## src/rtl/rf_debug_port_arbiter_pkg.sv

```systemverilog
// Shared constants and state encoding for the register-file debug port arbiter.
// Optional feature macro: RF_DBG_HOLD_EN (adds the HOLD state and i_DbgHold input).
package rf_debug_port_arbiter_pkg;

  localparam int BUS_MSB          = 31;
  localparam int DEF_DATA_W       = BUS_MSB + 1;
  localparam int DEF_ADDR_W       = 5;
  localparam int DEF_DRAIN_CYCLES = 3;
  // Drain counter width; DRAIN_CYCLES is limited to 1..15.
  localparam int CNT_W            = 4;

  typedef enum logic [2:0] {
    ST_IDLE   = 3'd0,
    ST_DRAIN  = 3'd1,
    ST_ACCESS = 3'd2,
    ST_ACK    = 3'd3,
    ST_HOLD   = 3'd4
  } rf_dbg_state_e;

  // Counter preload so that DRAIN lasts exactly 'cycles' clocks.
  function automatic logic [CNT_W-1:0] drain_load(input int cycles);
    return CNT_W'(cycles - 1);
  endfunction

endpackage

```

## src/rtl/rf_dbg_drain_timer.sv

```systemverilog
// Loadable down-counter with a zero flag; times the pipeline drain before a debug access.
module rf_dbg_drain_timer
  import rf_debug_port_arbiter_pkg::*;
(
  input  logic             i_Clk,
  input  logic             i_Rst,
  input  logic             i_Load,
  input  logic [CNT_W-1:0] i_LoadVal,
  input  logic             i_Dec,
  output logic             o_Zero
);

  logic [CNT_W-1:0] cnt_q;
  logic [CNT_W-1:0] cnt_d;

  // Load has priority; decrement saturates at zero.
  always_comb begin
    cnt_d = cnt_q;
    if (i_Load) begin
      cnt_d = i_LoadVal;
    end else if (i_Dec && (cnt_q != '0)) begin
      cnt_d = cnt_q - 1'b1;
    end
  end

  // Counter register.
  always_ff @(posedge i_Clk or posedge i_Rst) begin
    if (i_Rst) begin
      cnt_q <= '0;
    end else begin
      cnt_q <= cnt_d;
    end
  end

  assign o_Zero = (cnt_q == '0);

endmodule

```

## src/rtl/rf_debug_port_arbiter.sv

```systemverilog
// Arbitrates the CPU register-file ports between the pipeline and a debug requester.
// A debug request stalls the front end, drains in-flight writebacks, performs one
// read or write over a four-phase req/ack handshake, then hands the ports back.
// Optional feature macro: RF_DBG_HOLD_EN keeps the pipeline stalled between
// transactions (HOLD state) so consecutive accesses skip the drain.
module rf_debug_port_arbiter
  import rf_debug_port_arbiter_pkg::*;
#(
  parameter int DATA_W       = DEF_DATA_W,
  parameter int ADDR_W       = DEF_ADDR_W,
  parameter int DRAIN_CYCLES = DEF_DRAIN_CYCLES
) (
  input  logic              i_Clk,
  input  logic              i_Rst,
  input  logic              i_PipeWe,
  input  logic [ADDR_W-1:0] i_PipeWrAddr,
  input  logic [DATA_W-1:0] i_PipeWrData,
  input  logic [ADDR_W-1:0] i_PipeRdAddrA,
  input  logic [ADDR_W-1:0] i_PipeRdAddrB,
  input  logic              i_DbgReq,
  input  logic              i_DbgWrite,
  input  logic [ADDR_W-1:0] i_DbgAddr,
  input  logic [DATA_W-1:0] i_DbgWrData,
`ifdef RF_DBG_HOLD_EN
  input  logic              i_DbgHold,
`endif
  input  logic [DATA_W-1:0] i_RfRdDataB,
  output logic              o_RfWe,
  output logic [ADDR_W-1:0] o_RfWrAddr,
  output logic [DATA_W-1:0] o_RfWrData,
  output logic [ADDR_W-1:0] o_RfRdAddrA,
  output logic [ADDR_W-1:0] o_RfRdAddrB,
  output logic              o_Stall,
  output logic              o_DbgAck,
  output logic [DATA_W-1:0] o_DbgRdData,
  output logic              o_Conflict
);

  rf_dbg_state_e     state_q, state_d;
  logic              req_wr_q;
  logic [ADDR_W-1:0] req_addr_q;
  logic [DATA_W-1:0] req_data_q;
  logic [DATA_W-1:0] rd_data_q;
  logic              conflict_q;

  logic              capture;
  logic              timer_load;
  logic              timer_zero;
  logic              in_access;

  rf_dbg_drain_timer u_drain_timer (
    .i_Clk     (i_Clk),
    .i_Rst     (i_Rst),
    .i_Load    (timer_load),
    .i_LoadVal (drain_load(DRAIN_CYCLES)),
    .i_Dec     (state_q == ST_DRAIN),
    .o_Zero    (timer_zero)
  );

  // Next-state logic and RF port muxing; the pipeline owns the ports except in ACCESS.
  always_comb begin
    state_d     = state_q;
    capture     = 1'b0;
    timer_load  = 1'b0;
    in_access   = 1'b0;
    o_Stall     = 1'b1;
    o_DbgAck    = 1'b0;
    o_RfWe      = i_PipeWe;
    o_RfWrAddr  = i_PipeWrAddr;
    o_RfWrData  = i_PipeWrData;
    o_RfRdAddrB = i_PipeRdAddrB;
    case (state_q)
      ST_IDLE: begin
        o_Stall = 1'b0;
        if (i_DbgReq) begin
          state_d    = ST_DRAIN;
          capture    = 1'b1;
          timer_load = 1'b1;
        end
      end
      ST_DRAIN: begin
        if (timer_zero) begin
          state_d = ST_ACCESS;
        end
      end
      ST_ACCESS: begin
        // Pipeline write is dropped here; it is flagged as a conflict below.
        in_access  = 1'b1;
        o_RfWe     = req_wr_q;
        o_RfWrAddr = req_addr_q;
        o_RfWrData = req_data_q;
        if (!req_wr_q) begin
          o_RfRdAddrB = req_addr_q;
        end
        state_d = ST_ACK;
      end
      ST_ACK: begin
        o_DbgAck = 1'b1;
        if (!i_DbgReq) begin
`ifdef RF_DBG_HOLD_EN
          state_d = i_DbgHold ? ST_HOLD : ST_IDLE;
`else
          state_d = ST_IDLE;
`endif
        end
      end
`ifdef RF_DBG_HOLD_EN
      ST_HOLD: begin
        // Pipeline is already drained and stalled, so go straight to ACCESS.
        if (i_DbgReq) begin
          state_d = ST_ACCESS;
          capture = 1'b1;
        end else if (!i_DbgHold) begin
          state_d = ST_IDLE;
        end
      end
`endif
      default: begin
        state_d = ST_IDLE;
      end
    endcase
  end

  // State register.
  always_ff @(posedge i_Clk or posedge i_Rst) begin
    if (i_Rst) begin
      state_q <= ST_IDLE;
    end else begin
      state_q <= state_d;
    end
  end

  // Request latch: the debug side may change its inputs once the request is taken.
  always_ff @(posedge i_Clk or posedge i_Rst) begin
    if (i_Rst) begin
      req_wr_q   <= 1'b0;
      req_addr_q <= '0;
      req_data_q <= '0;
    end else if (capture) begin
      req_wr_q   <= i_DbgWrite;
      req_addr_q <= i_DbgAddr;
      req_data_q <= i_DbgWrData;
    end
  end

  // Read result register and sticky conflict flag, both updated only in ACCESS.
  always_ff @(posedge i_Clk or posedge i_Rst) begin
    if (i_Rst) begin
      rd_data_q  <= '0;
      conflict_q <= 1'b0;
    end else if (in_access) begin
      if (!req_wr_q) begin
        rd_data_q <= i_RfRdDataB;
      end
      if (i_PipeWe) begin
        conflict_q <= 1'b1;
      end
    end
  end

  assign o_RfRdAddrA = i_PipeRdAddrA;
  assign o_DbgRdData = rd_data_q;
  assign o_Conflict  = conflict_q;

endmodule
```

## config.mk

```make
export PLATFORM = sky130hd
export DESIGN_NAME = rf_debug_port_arbiter
export DESIGN_NICKNAME = d
export VERILOG_FILES = /design/src/rtl/rf_debug_port_arbiter_pkg.sv /design/src/rtl/rf_dbg_drain_timer.sv /design/src/rtl/rf_debug_port_arbiter.sv
export SDC_FILE = /design/constraint.sdc
export NUM_CORES = 1
export LEC_CHECK = 0
export ABC_AREA = 1
export BUFFER_PORTS_ARGS = -buffer_cell sky130_fd_sc_hd__buf_2
export CAP_MARGIN = 15
export CORE_ASPECT_RATIO = 1.2
export CORE_MARGIN = 2
export CORE_UTILIZATION = 38
export CTS_BUF_LIST = sky130_fd_sc_hd__clkbuf_16
export CTS_CLUSTER_SIZE = 40
export DETAILED_ROUTE_END_ITERATION = 16
export PLACE_DENSITY = 0.7
export SYNTH_ARGS = -nofsm -noshare
export SYNTH_HDL_FRONTEND = slang
export SYNTH_SLANG_ARGS = --single-unit
```

## constraint.sdc

```tcl
create_clock -name i_Clk -period 3.4 [get_ports i_Clk]
set_clock_uncertainty 0.05 [all_clocks]
set_input_delay 0.34 -clock i_Clk [delete_from_list [all_inputs] [get_ports i_Clk]]
set_output_delay 0.34 -clock i_Clk [all_outputs]
set_load 0.1 [all_outputs]
```

==> qor.txt <==
worst hold-check path type: in -> async
Fmax: 367 MHz
I/O pins: 204
vias in the first global route: 3,306
vias per cell: 4.47
endpoints failing setup: 0
syn avg cell area: 7.42 um^2
post-CTS setup buffers: 0
Die Height: 111 um
initial antenna violation count: 1
Worst Tran Pin Value: 0.654 ns
CTS Buf Count: 9
Worst Path Max Fanout: 38
most frequent cells in the layout: nand2_1, buf_2, dfrtp_1
Worst EP arrival: 2.34 ns
Post-CTS Resized: 0
Core Area: 9470 um^2
Req. time, crit path: 3.01 ns
failing checks: negative hold slack
Hold-fix buffers, CTS: 0
largest net degree at the start of global routing: 64
outcome: finished with violations
# fillers: 971
P&R area growth vs syn: 36.1%
Routed WL: 9580 um
RD Place Congestion: 0.791
final hold violation count: 1
most common cell after layout, fill and taps aside: nand2_1
htree depth: 3
Yosys top cell by area: dfrtp_1
Initial Util: 38.6%
HPWL Detailed: 6870 um
ANT nets after route: 0
post-synthesis cell count: 493
via count: 3,593
library cells used by synthesis: 18
Residual DRC: 0
syn nets: 620
Yosys top cell area share: 52.7%
sequential-to-total area share from yosys stat: 52.7%
dominant cells by area after synthesis: dfrtp_1, nand2_1, ha_1
Post-Route Setup TNS: 0 ns
port buffer count: 193
YS warnings: 0
# nets final: 801
max_cap viols: 0
area of the die: 10,400 um^2
drt pass-1 iters: 4
CTS Root Cell: clkbuf_16
Total GRT Usage: 18.5%
startpoint type of the worst setup path: register
Sink Count: 77
Final Cycle Share: 80.2%
clock latency on the worst-skew pair: 0.32 ns
Die W: 93.6 um
Post-Syn Area: 3660 um^2
fin. max-slew vios: 0
site row count: 39
Detailed Route Iter0 Violations: 172
RSZ-0062 raised after global routing: no
CP Class: reg -> out
CP Capture Type: output pin
Reg clk slew, reported paths: 0.06 ns
ratio of cells with drive above 1 in the final layout: 32.0%
post-synthesis sequential element count: 77
global route total overflow: 0
Final min period: 2.73 ns
CTS tree: yes
Max Buffers Root-to-Sink: 2
Slew HR: 56.3%
first-pass GRT wire length: 15,300 um
worst hold slack: -0.000540 ns
DR WL/cell: 11.9 um
routing by layer:
metal / vias to the layer above / routed length (um) / global-route usage (%)
li1: 1829 / - / -
met1: 1607 / 4010 / 23.2
met2: 144 / 4630 / 31.1
met3: 13 / 789 / 3.52
met4: 0 / 142 / 7.44
met5: - / 0 / 0
registers in the layout, summed over array words and instances, names as in the netlist:
name and cells:
o_Conflict 1, req_wr_q 1, req_addr_q 5, o_DbgRdData 32, state_q 2, u_drain_timer.cnt_q 4, req_data_q 32
cell families (layout without fill, tap and decap cells):
| kind of cell | after synthesis | in the layout | synth area share (%) |
|---|---|---|---|
| and+or+nand+nor | 359 | 359 | 37.1 |
| other | 0 | 1 | 0 |
| DFF | 77 | 77 | 52.7 |
| AOI/OAI and AO/OA | 8 | 8 | 1.23 |
| xor gates and xnor gates | 1 | 1 | 0.239 |
| adders and majority gates | 6 | 6 | 2.05 |
| buffers and inverters | 42 | 228 | 6.67 |
worst paths after layout:
kind,endpoint,cells after the start,start,slack (ns)
worst min register to register,o_DbgRdData[28]$_DFFE_PP0P_,2,o_DbgRdData[28]$_DFFE_PP0P_,0.42
worst max register to register,o_DbgRdData[17]$_DFFE_PP0P_,7,state_q[0]$_DFFE_PP0P_,1.62
max in group asynchronous,u_drain_timer.cnt_q[2]$_DFFE_PP0P_,4,i_Rst,2.46
worst max-delay path,o_RfRdAddrB[0],8,state_q[0]$_DFFE_PP0P_,0.67
min in group i_Clk,req_data_q[4]$_DFFE_PP0P_,3,i_DbgWrData[4],0.16
worst min-delay path,o_DbgRdData[10]$_DFFE_PP0P_,2,i_Rst,-0.0005
critical path, cell delays in order (launching register included):
cell	delay, ns
dfrtp_1	0.39
inv_1	0.08
ha_1	0.22
inv_2	0.22
nor2_2	0.07
inv_2	0.43
nand2_1	0.10
nand2_1	0.08
buf_2	0.42
synth_stat cells:
| library cell | instances |
|---|---|
| a21o_1 | 1 |
| a21oi_1 | 2 |
| buf_2 | 12 |
| buf_4 | 7 |
| buf_6 | 6 |
| clkbuf_1 | 4 |
| dfrtp_1 | 77 |
| ha_1 | 6 |
| inv_1 | 10 |
| inv_2 | 3 |
| nand2_1 | 347 |
| nand3_1 | 5 |
| nand4_1 | 1 |
| nor2_1 | 5 |
| nor2_2 | 1 |
| o211ai_1 | 1 |
| o21ai_0 | 4 |
| xor2_1 | 1 |
per-stage QoR:
stage	util [%]	hold WS, ns	area [um^2]	std cells	setup WS (ns)
final	52.6	-0.000540	4980	803	0.672
after global routing	52.6	0.0437	4980	802	0.437
after CTS	52.4	0.147	4960	801	0.646
after detailed placement	49.1	0.403	4650	785	1.00
after global placement	49.1	0.399	4650	785	1.03
after floorplan	-	0.399	3660	493	0.0340
final cells by class:
type,instances,area (um^2),share of cell area (%)
sequential,77,1930,38.7
multi-input combinational,374,1490,29.9
timing repair buffer,199,1050,21.2
clock buffer,9,225,4.52
tap,123,154,3.09
clock inverter,7,81.3,1.63
inverter,13,50.0,1.00
antenna,1,2.50,0.0502
Power is not shown: default switching activity piles up to over one toggle a cycle in this logic, so the estimate is an artifact.
